## src/rtl/instr_item_encoder.sv

```systemverilog
// Generic FIFO plus RV32I item encoder; one cycle accept-to-output when the FIFO is empty.
// Backpressure: in_ready drops while the FIFO is full, and out_* hold while out_ready is low.
module fifo #(
  parameter int unsigned WIDTH = 33,
  parameter int unsigned DEPTH = 4
) (
  input  logic             clk,
  input  logic             rst_n,
  input  logic             push,
  input  logic [WIDTH-1:0] push_dat,
  input  logic             pop,
  output logic [WIDTH-1:0] pop_dat,
  output logic             full,
  output logic             empty
);
  localparam int unsigned AW = (DEPTH > 1) ? $clog2(DEPTH) : 1;

  logic [WIDTH-1:0] mem [DEPTH];
  logic [AW-1:0]    wr_ptr;
  logic [AW-1:0]    rd_ptr;
  logic [AW:0]      count;
  logic             do_push;
  logic             do_pop;

  assign full    = (count == (AW+1)'(DEPTH));
  assign empty   = (count == '0);
  assign do_push = push && !full;
  assign do_pop  = pop && !empty;
  assign pop_dat = mem[rd_ptr];

  always_ff @(posedge clk or negedge rst_n) begin
    if (!rst_n) begin
      wr_ptr <= '0;
      rd_ptr <= '0;
      count  <= '0;
    end else begin
      if (do_push) wr_ptr <= wr_ptr + AW'(1);
      if (do_pop)  rd_ptr <= rd_ptr + AW'(1);
      if (do_push && !do_pop)      count <= count + (AW+1)'(1);
      else if (do_pop && !do_push) count <= count - (AW+1)'(1);
    end
  end

  // Storage is not reset; consumers gate the head with empty.
  always_ff @(posedge clk) begin
    if (do_push) mem[wr_ptr] <= push_dat;
  end
endmodule

module instr_item_encoder #(
  parameter int unsigned DEPTH     = 4,
  parameter logic [31:0] BASE_ADDR = 32'h0000_0000,
  parameter int unsigned WORD_SIZE = 32
) (
  input  logic                 clk,
  input  logic                 rst_n,
  input  logic                 in_valid,
  output logic                 in_ready,
  input  logic [5:0]           in_instr,
  input  logic [4:0]           in_rs1,
  input  logic [4:0]           in_rs2,
  input  logic [4:0]           in_rd,
  input  logic [WORD_SIZE-1:0] in_imm,
  input  logic                 in_last,
  output logic                 out_valid,
  input  logic                 out_ready,
  output logic [WORD_SIZE-1:0] out_addr,
  output logic [WORD_SIZE-1:0] out_word,
  output logic                 done,
  output logic                 err_illegal,
  output logic [7:0]           illegal_cnt
);
  typedef enum logic [5:0] {
    ADDI, SLTI, SLTIU, ORI, XORI, ANDI, SLLI, SRLI, SRAI, JALR,
    LW, LB, LH, LBU, LHU, ADD, SUB, SLL, SLT, SLTU,
    XOR, SRL, SRA, OR, AND, LUI, AUIPC, JAL, SW, SB,
    SH, BEQ, BNE, BLT, BLTU, BGE, BGEU, NO_INST
  } instr_e;

  typedef enum logic [3:0] {
    FMT_R, FMT_I, FMT_SH, FMT_S, FMT_B, FMT_U, FMT_J, FMT_NOP, FMT_ILL
  } fmt_e;

  localparam logic [6:0] OP_IMM = 7'b0010011;
  localparam logic [6:0] OP_REG = 7'b0110011;
  localparam logic [6:0] OP_LD  = 7'b0000011;
  localparam logic [6:0] OP_ST  = 7'b0100011;
  localparam logic [6:0] OP_BR  = 7'b1100011;
  localparam logic [6:0] OP_JLR = 7'b1100111;
  localparam logic [6:0] OP_JAL = 7'b1101111;
  localparam logic [6:0] OP_LUI = 7'b0110111;
  localparam logic [6:0] OP_AUI = 7'b0010111;
  localparam logic [6:0] F7_ALT = 7'b0100000;

  fmt_e        fmt;
  logic [6:0]  op;
  logic [2:0]  f3;
  logic [6:0]  f7;
  logic [31:0] imm32;
  logic [31:0] word;
  logic        illegal;
  logic        accept;
  logic        push;
  logic        pop;
  logic        full;
  logic        empty;
  logic [32:0] head_dat;
  logic [WORD_SIZE-1:0] addr_q;

  assign imm32 = 32'(in_imm);

  always_comb begin
    fmt = FMT_ILL;
    op  = 7'b0;
    f3  = 3'b0;
    f7  = 7'b0;
    case (in_instr)
      ADDI:    begin fmt = FMT_I;  op = OP_IMM; f3 = 3'b000; end
      SLTI:    begin fmt = FMT_I;  op = OP_IMM; f3 = 3'b010; end
      SLTIU:   begin fmt = FMT_I;  op = OP_IMM; f3 = 3'b011; end
      XORI:    begin fmt = FMT_I;  op = OP_IMM; f3 = 3'b100; end
      ORI:     begin fmt = FMT_I;  op = OP_IMM; f3 = 3'b110; end
      ANDI:    begin fmt = FMT_I;  op = OP_IMM; f3 = 3'b111; end
      SLLI:    begin fmt = FMT_SH; op = OP_IMM; f3 = 3'b001; end
      SRLI:    begin fmt = FMT_SH; op = OP_IMM; f3 = 3'b101; end
      SRAI:    begin fmt = FMT_SH; op = OP_IMM; f3 = 3'b101; f7 = F7_ALT; end
      JALR:    begin fmt = FMT_I;  op = OP_JLR; f3 = 3'b000; end
      LB:      begin fmt = FMT_I;  op = OP_LD;  f3 = 3'b000; end
      LH:      begin fmt = FMT_I;  op = OP_LD;  f3 = 3'b001; end
      LW:      begin fmt = FMT_I;  op = OP_LD;  f3 = 3'b010; end
      LBU:     begin fmt = FMT_I;  op = OP_LD;  f3 = 3'b100; end
      LHU:     begin fmt = FMT_I;  op = OP_LD;  f3 = 3'b101; end
      ADD:     begin fmt = FMT_R;  op = OP_REG; f3 = 3'b000; end
      SUB:     begin fmt = FMT_R;  op = OP_REG; f3 = 3'b000; f7 = F7_ALT; end
      SLL:     begin fmt = FMT_R;  op = OP_REG; f3 = 3'b001; end
      SLT:     begin fmt = FMT_R;  op = OP_REG; f3 = 3'b010; end
      SLTU:    begin fmt = FMT_R;  op = OP_REG; f3 = 3'b011; end
      XOR:     begin fmt = FMT_R;  op = OP_REG; f3 = 3'b100; end
      SRL:     begin fmt = FMT_R;  op = OP_REG; f3 = 3'b101; end
      SRA:     begin fmt = FMT_R;  op = OP_REG; f3 = 3'b101; f7 = F7_ALT; end
      OR:      begin fmt = FMT_R;  op = OP_REG; f3 = 3'b110; end
      AND:     begin fmt = FMT_R;  op = OP_REG; f3 = 3'b111; end
      LUI:     begin fmt = FMT_U;  op = OP_LUI; end
      AUIPC:   begin fmt = FMT_U;  op = OP_AUI; end
      JAL:     begin fmt = FMT_J;  op = OP_JAL; end
      SB:      begin fmt = FMT_S;  op = OP_ST;  f3 = 3'b000; end
      SH:      begin fmt = FMT_S;  op = OP_ST;  f3 = 3'b001; end
      SW:      begin fmt = FMT_S;  op = OP_ST;  f3 = 3'b010; end
      BEQ:     begin fmt = FMT_B;  op = OP_BR;  f3 = 3'b000; end
      BNE:     begin fmt = FMT_B;  op = OP_BR;  f3 = 3'b001; end
      BLT:     begin fmt = FMT_B;  op = OP_BR;  f3 = 3'b100; end
      BGE:     begin fmt = FMT_B;  op = OP_BR;  f3 = 3'b101; end
      BLTU:    begin fmt = FMT_B;  op = OP_BR;  f3 = 3'b110; end
      BGEU:    begin fmt = FMT_B;  op = OP_BR;  f3 = 3'b111; end
      NO_INST: fmt = FMT_NOP;
      default: fmt = FMT_ILL;
    endcase
  end

  // Fields a format does not carry are simply left out of its concatenation.
  always_comb begin
    word = 32'h0000_0013;
    case (fmt)
      FMT_R:   word = {f7, in_rs2, in_rs1, f3, in_rd, op};
      FMT_I:   word = {imm32[11:0], in_rs1, f3, in_rd, op};
      FMT_SH:  word = {f7, imm32[4:0], in_rs1, f3, in_rd, op};
      FMT_S:   word = {imm32[11:5], in_rs2, in_rs1, f3, imm32[4:0], op};
      FMT_B:   word = {imm32[12], imm32[10:5], in_rs2, in_rs1, f3, imm32[4:1], imm32[11], op};
      FMT_U:   word = {imm32[31:12], in_rd, op};
      FMT_J:   word = {imm32[20], imm32[10:1], imm32[11], imm32[19:12], in_rd, op};
      default: word = 32'h0000_0013;
    endcase
  end

  assign illegal = (fmt == FMT_ILL);
  assign accept  = in_valid && in_ready;
  assign push    = accept && !illegal;
  assign pop     = out_valid && out_ready;

  fifo #(.WIDTH(33), .DEPTH(DEPTH)) u_fifo (
    .clk      (clk),
    .rst_n    (rst_n),
    .push     (push),
    .push_dat ({in_last, word}),
    .pop      (pop),
    .pop_dat  (head_dat),
    .full     (full),
    .empty    (empty)
  );

  assign in_ready  = !full;
  assign out_valid = !empty;
  assign out_word  = out_valid ? WORD_SIZE'(head_dat[31:0]) : '0;
  assign out_addr  = addr_q;

  always_ff @(posedge clk or negedge rst_n) begin
    if (!rst_n) begin
      addr_q      <= WORD_SIZE'(BASE_ADDR);
      done        <= 1'b0;
      err_illegal <= 1'b0;
      illegal_cnt <= 8'd0;
    end else begin
      done        <= pop && head_dat[32];
      err_illegal <= accept && illegal;
      if (accept && illegal && (illegal_cnt != 8'hFF)) illegal_cnt <= illegal_cnt + 8'd1;
      if (pop) addr_q <= head_dat[32] ? WORD_SIZE'(BASE_ADDR) : addr_q + WORD_SIZE'(4);
    end
  end
endmodule

```

## config.mk

```make
export PLATFORM = sky130hd
export DESIGN_NAME = instr_item_encoder
export DESIGN_NICKNAME = d
export VERILOG_FILES = /design/src/rtl/instr_item_encoder.sv
export SDC_FILE = /design/constraint.sdc
export NUM_CORES = 1
export LEC_CHECK = 0
export BUFFER_PORTS_ARGS = -buffer_cell sky130_fd_sc_hd__buf_2
export CORE_UTILIZATION = 57
export DETAILED_ROUTE_END_ITERATION = 7
export GPL_TIMING_DRIVEN = 0
export MAX_ROUTING_LAYER = met4
export PLACE_DENSITY_LB_ADDON = 0.12
export SETUP_SLACK_MARGIN = 0.2
export SYNTH_ARGS = -nofsm -noshare
export SYNTH_HDL_FRONTEND = slang
export SYNTH_SLANG_ARGS = --single-unit
```

## constraint.sdc

```tcl
create_clock -name clk -period 2.7 [get_ports clk]
set_input_delay 0.54 -clock clk [delete_from_list [all_inputs] [get_ports clk]]
set_output_delay 0.54 -clock clk [all_outputs]
set_load 0.01 [all_outputs]
```

==> qor.yml, run 1 <==
global_routing:
  grt_pass1_vias: 5534
  grt_first_pass_wirelength_microns: 28700
  grt_usage_pct: 27.3
  grt_antenna_before_repair: 1
  globalRoute.totalOverflow: 0
  grt_max_degree: 48
power:
  net-switching-power_w: 0.00273
  power_frac_comb_pct: 34.1
  p_seq_share_pct: 39.3
  peakVddDrop_v: 0.000550
  p_sw_share_pct: 30.8
  clock_power_share_pct: 26.6
  powerDensity_mw_per_mm2: 904
  p_total_w: 0.00888
  p_int_w: 0.00615
  p_leak_nw: 3.89
critical_path:
  start_kind: "register"
  r2r-end: "u_fifo.mem[1][12]"
  endpoint_kind: "output pin"
  cp.required_ns: 2.16
  arrival_ns: 1.93
  cp_max_fo: 8
  critPathKind: "register to output pin"
  r2r-start: "u_fifo.count[0]"
  worstRegToRegCells: 4
  r2r_setup_slack_ns: 0.31
synth:
  synth_warnings: 0
  synthDominantCellAreaShare_pct: 46.9
  ys_seq_elements: 175
  syn_inst: 601
  synth_area_per_cell_sq_um: 13.6
  syn_area_sq_mm: 0.00819
  yosysUniqueCellTypes: 63
  ys.flop_type: "edfxtp_1"
  synthTopCellsByArea: "edfxtp_1 (47%), dfrtp_1 (14%), mux4_2 (8.8%)"
  async_flop_share_pct: 26.9
  seq_area_frac_synth_pct: 61.3
  synth_edf_count: 128
  synth_largest_area_cell: "edfxtp_1"
clock_network:
  cts_sinks: 175
  insertion_delay_ns: 0.41
  cts_tree: "yes"
  cts_made_buffers: 17
  cts_root_buf: "clkbuf_16"
  h-tree-depth: 4
  clk_pin_slew_ns: 0.06
  cts_max_path_buffers: 2
timing:
  hold_viol_final: 0
  setup_violations: 0
  min_period_over_period_pct: 91.6
  slew_violations: 0
  fmax_mhz: 404
  fin_tns_setup_ns: 0
  skew_ns: 0.00731
  slew_headroom_pct: 28.2
  tightest_slew_ns: 1.08
  finalCriticalPeriod_ns: 2.47
  rsz0062_at_grt: "yes"
floorplanning:
  ios: 134
  num_rows: 43
  initial_core_util_pct: 58.8
  die_area_sq_mm: 0.0149
  die_x_microns: 122
  coreArea_sq_mm: 0.0139
  die_h_microns: 122
place:
  port_buffers: 127
  globalplace.congestion: 0.932
  place_inst: 912
  dp_hpwl_microns: 12800
route:
  drtIter0Drc: 455
  totalWireLength_microns: 19000
  viasPerCell: 5.99
  first_pass_iters: 6
  vias: 5680
  drc_errors: 0
  ant_nets: 0
  wl_per_cell_microns: 20.0
final_layout:
  drive_gt1_share_pct: 31.9
  fin_util_pct: 70.5
  finalNetCount: 821
  final_cells: 949
  area.growth.synth_to_final_pct: 20.0
job:
  drv_cap: 0
status:
  outcome: "finished, final reports clean"
min_path:
  hp-class: "input pin to asynchronous set/reset pin"
## synthesized netlist by cell type, types with 4 or more instances
master / instances
xnor2_1: 27
and4_1: 6
nand2b_1: 6
clkbuf_1: 12
buf_2: 16
o22ai_1: 6
a21oi_1: 18
mux4_2: 32
o21ai_0: 22
edfxtp_1: 128
nor2_1: 39
ha_1: 7
xor2_1: 10
nand3_1: 11
a32oi_1: 4
and3_1: 5
nor2b_1: 35
nand4_1: 14
buf_4: 4
nor4_1: 6
dfrtp_1: 47
nor3_1: 13
a222oi_1: 4
inv_1: 17
and2_1: 9
a22o_1: 14
mux2_2: 4
nand2_1: 33
## final cells by class
cell class,instances,area [sq um]
clock inverter,13,138
tap,180,225
inverter,19,71.3
timing repair buffer,131,707
clock buffer,19,433
fill,979,4110
sequential,175,5020
multi-input combinational,373,2960
antenna,1,2.50
buffer,38,270
## layout by cell type (no fill, tap or decap), types with 7 or more instances in the layout
master and count:
nor3_1 12, xor2_1 10, buf_2 139, o21ai_0 22
xnor2_1 27, mux4_2 32, a22o_1 14, inv_1 16
clkbuf_1 7, dfrtp_1 47, nor2b_1 32, nand2_1 33
a21oi_1 17, nor2_1 38, nand4_1 14, nand3_1 11
ha_1 7, clkbuf_16 19, edfxtp_1 128
## repair_timing
| action | in CTS | in global routing |
|---|---|---|
| gates resized for setup | 23 | 13 |
| gates cloned | 0 | 2 |
| buffers inserted | 1 | 1 |
| hold buffers | 0 | 0 |
| pin swaps | 0 | 0 |
| setup endpoints to repair | 160 | 47 |
## cell families (layout without fill, tap and decap cells)
group / count (synthesis) / count (layout) / synth area share [%]
adder cells (fa/ha/maj): 8 / 8 / 1.31
AND/OR/NAND/NOR: 190 / 190 / 12.5
multiplexers: 36 / 36 / 9.35
other: 2 / 7 / 0.0917
flip-flops: 175 / 175 / 61.3
AO/OA/AOI/OAI: 96 / 96 / 8.17
XOR/XNOR: 37 / 37 / 3.96
buffers and inverters: 57 / 220 / 3.31
## metal layers
layer | wire [microns] | track usage, % | up-vias
met5 | 0 | - | -
met4 | 313 | 10.9 | 0
met3 | 1030 | 6.23 | 26
met2 | 9490 | 42.5 | 206
met1 | 8190 | 34.9 | 2864
li1 | - | - | 2584
## power groups by stage
stage / Sequential, W / Combinational (W) / Clock, W
3_5_place_dp: 0.00353 / 0.00275 / 0
5_1_grt: 0.00353 / 0.00329 / 0.00251
6_report: 0.00349 / 0.00303 / 0.00236
2_1_floorplan: 0.00351 / 0.00180 / 0
3_3_place_gp: 0.00349 / 0.00270 / 0
4_1_cts: 0.00348 / 0.00288 / 0.00239
## sequential cells by signal (all words and copies together) (netlist names)
signal	cells
u_fifo.mem	128
out_addr	30
illegal_cnt	8
u_fifo.count	3
u_fifo.rd_ptr	2
u_fifo.wr_ptr	2
done	1
err_illegal	1
## worst max-delay path, stage by stage, from the launching register on
cell and delay [ns]:
dfrtp_1 0.38, buf_12 0.17, buf_12 0.14, mux4_2 0.52, nor2b_1 0.15, buf_2 0.15
## worst max path at each step
| stage | from | to | slack [ns] | depth (start not counted) |
|---|---|---|---|---|
| floorplan | in_instr[3] | u_fifo.count[2] | 0.24 | 9 |
| global placement | in_instr[2] | u_fifo.mem[0][24] | -0.23 | 7 |
| detailed placement | in_instr[5] | u_fifo.mem[2][13] | -0.25 | 4 |
| CTS | u_fifo.count[1] | out_word[2] | 0.18 | 4 |
| global route | u_fifo.rd_ptr[0] | out_word[10] | 0.16 | 5 |
| finish | u_fifo.rd_ptr[0] | out_word[10] | 0.23 | 5 |
## metrics by stage
stage	instance area, sq um	setup slack [ns]	hold WS, ns
CTS	9710	0.180	0.323
detailed placement	9070	-0.245	0.486
global route	9830	0.159	0.322
finish	9830	0.226	0.324
floorplan	8210	0.240	0.244
global placement	9070	-0.230	0.472
(Power assumes the default switching activity.)
==> inputs of run 2 (changes only) <==
--- a/config.mk
+++ b/config.mk
@@ -10,7 +10,7 @@
 export DETAILED_ROUTE_END_ITERATION = 7
 export GPL_TIMING_DRIVEN = 0
 export MAX_ROUTING_LAYER = met4
-export PLACE_DENSITY_LB_ADDON = 0.12
+export PLACE_DENSITY = 0.8
 export SETUP_SLACK_MARGIN = 0.2
 export SYNTH_ARGS = -nofsm -noshare
 export SYNTH_HDL_FRONTEND = slang
==> qor.yml, run 2 (synthesized netlist as in run 1, its figures left out) <==
status:
  outcome: "finished, final reports clean"  # unchanged
timing:
  holdWs_ns: 0.287  # was 0.324 ns
  skew_ns: 0.00530  # was 0.00731 ns
  slew_headroom_pct: 29.8  # was 28.2%
  hold_viol_final: 0  # unchanged
  rsz0062_at_grt: "yes"  # unchanged
  setup_violations: 0  # unchanged
  slew_violations: 0  # unchanged
  min_period_over_period_pct: 91.5  # was 91.6%
  fmax_mhz: 405  # was 404 MHz
  finalCriticalPeriod_ns: 2.47  # about the same
  tightest_slew_ns: 1.05  # was 1.08 ns
floorplanning:
  die_x_microns: 122  # unchanged
  num_rows: 43  # unchanged
  initial_core_util_pct: 58.8  # unchanged
  coreArea_sq_mm: 0.0139  # unchanged
  die_area_sq_mm: 0.0149  # unchanged
  die_h_microns: 122  # unchanged
  ios: 134  # unchanged
critical_path:
  critPathKind: "register to output pin"  # unchanged
  path_cells: "buf_12, clkbuf_16, mux4_2, nor2b_2, buf_2"  # was buf_12, buf_12, mux4_2, nor2b_1, buf_2
  cp_slowest_stage_delay_ns: 0.48  # was 0.52 ns
  r2r_setup_slack_ns: 0.36  # was 0.31 ns
  cp.required_ns: 2.16  # about the same
  r2r-end: "u_fifo.count[2]"  # was u_fifo.mem[1][12]
  endpoint_kind: "output pin"  # unchanged
  worstRegToRegCells: 9  # was 4
  start_kind: "register"  # unchanged
  cp_max_fo: 8  # unchanged
  critPathSlowestCell: "mux4_2"  # unchanged
  arrival_ns: 1.93  # about the same
  r2r-start: "u_fifo.count[1]"  # was u_fifo.count[0]
final_layout:
  drive_gt1_share_pct: 33.3  # was 31.9%
  diodes: 0  # was 1
  top_register: "u_fifo.mem"  # unchanged
  final_cells: 949  # unchanged
  fillers: 941  # was 979
  largest_reg_flops: 128  # unchanged
  final_common_cell: "buf_2"  # unchanged
  layout_common_cells: "buf_2 (131), edfxtp_1 (128), dfrtp_1 (46), nor2_1 (38), nand2_1 (33)"  # was buf_2 (139), edfxtp_1 (128), dfrtp_1 (47), nor2_1 (38), nand2_1 (33)
  finalNetCount: 822  # was 821
  area.growth.synth_to_final_pct: 21.0  # was 20.0%
  final_area_sq_mm: 0.00991  # was 0.00983 sq mm
power:
  p_total_w: 0.00902  # was 0.00888 W
  peakVddDrop_v: 0.000508  # was 0.000550 V
  powerDensity_mw_per_mm2: 910  # was 904 mW/mm^2
  p_leak_nw: 3.94  # was 3.89 nW
clock_network:
  h-tree-depth: 4  # unchanged
  cts_root_buf: "clkbuf_16"  # unchanged
  cts_hold_buf: 0  # unchanged
  cts_made_buffers: 17  # unchanged
  cts_sinks: 175  # unchanged
  clk_pin_slew_ns: 0.06  # about the same
  insertion_delay_ns: 0.42  # was 0.41 ns
  cts_tree: "yes"  # unchanged
  cts_max_path_buffers: 2  # unchanged
global_routing:
  globalRoute.totalOverflow: 0  # unchanged
  grt_max_degree: 48  # unchanged
  grt_usage_pct: 27.4  # was 27.3%
  grt_pass1_vias: 5641  # was 5534
  grt_first_pass_wirelength_microns: 29200  # was 28700 microns
  grt_antenna_before_repair: 0  # was 1
place:
  place_inst: 912  # unchanged
  port_buffers: 127  # unchanged
  globalplace.congestion: 0.983  # was 0.932
  dp_hpwl_microns: 12600  # was 12800 microns
  place_area_sq_mm: 0.00907  # unchanged
route:
  wl_per_cell_microns: 19.8  # was 20.0 microns
  viasPerCell: 6.00  # was 5.99
  first_pass_iters: 6  # unchanged
  vias: 5691  # was 5680
  totalWireLength_microns: 18800  # was 19000 microns
  ant_nets: 0  # unchanged
  drtIter0Drc: 415  # was 455
  drc_errors: 0  # unchanged
min_path:
  hp-class: "input pin to asynchronous set/reset pin"  # unchanged
job:
  drv_cap: 0  # unchanged
-- run 2: cell types whose count changed in the layout (fill, tap and decap cells not counted), sizes merged --
cell      delta
inv          -4
clkbuf       +9
bufinv       -2
clkinvlp     -2
diode        -1
-- run 2: through the flow --
step | util [%] | worst slack, ns | TNS (ns)
floorplan | - | 0.240 | 0
global placement | 65.1 | -0.0586 | -4.48
detailed placement | 65.1 | -0.125 | -12.82
CTS | 69.5 | 0.196 | 0
global route | 71.1 | 0.169 | 0
finish | 71.1 | 0.229 | 0
-- run 2: timing repair --
item	4_1_cts	5_1_grt
setup endpoints to repair	31	160
gates resized for setup	23	38
pin swaps	0	1
cloned	0	2
buffers inserted	1	2
-- run 2: worst max-delay path: cells and delay by family (launching register included) --
kind,cells,cell delay [ns]
simple gates,1,0.16
flops,1,0.38
mux,1,0.48
buf+inv,3,0.49
-- run 2: worst max path at each step --
stage / to / start / depth (start not counted)
finish: out_word[18] / u_fifo.rd_ptr[0] / 5
global route: out_word[16] / u_fifo.rd_ptr[0] / 5
CTS: u_fifo.mem[3][16] / u_fifo.count[0] / 4
detailed placement: u_fifo.mem[3][13] / in_instr[1] / 4
global placement: u_fifo.mem[0][23] / in_instr[2] / 7
floorplan: u_fifo.count[2] / in_instr[3] / 9
-- run 2: cell type report --
cell class                 count  area [sq um]  share of cell area, %
sequential                   175          5020                   50.7
tap                          180           225                   2.27
multi-input combinational    373          3010                   30.4
inverter                      19          75.1                  0.758
clock buffer                  27           512                   5.16
buffer                        38           275                   2.78
clock inverter                 5          30.0                  0.303
timing repair buffer         132           758                   7.65
-- run 2: routing by layer --
layer / wire (microns) / global-route usage, % / vias up
met5: 0 / - / -
met3: 1130 / 5.95 / 32
met4: 370 / 11.0 / 0
met1: 7860 / 35.0 / 2838
met2: 9410 / 42.8 / 237
li1: - / - / 2584
-- run 2: power by group --
| group | internal, W | switching (W) |
|---|---|---|
| logic | 0.00165 | 0.00162 |
| clock network | 0.00130 | 0.000957 |
| registers | 0.00330 | 0.000189 |
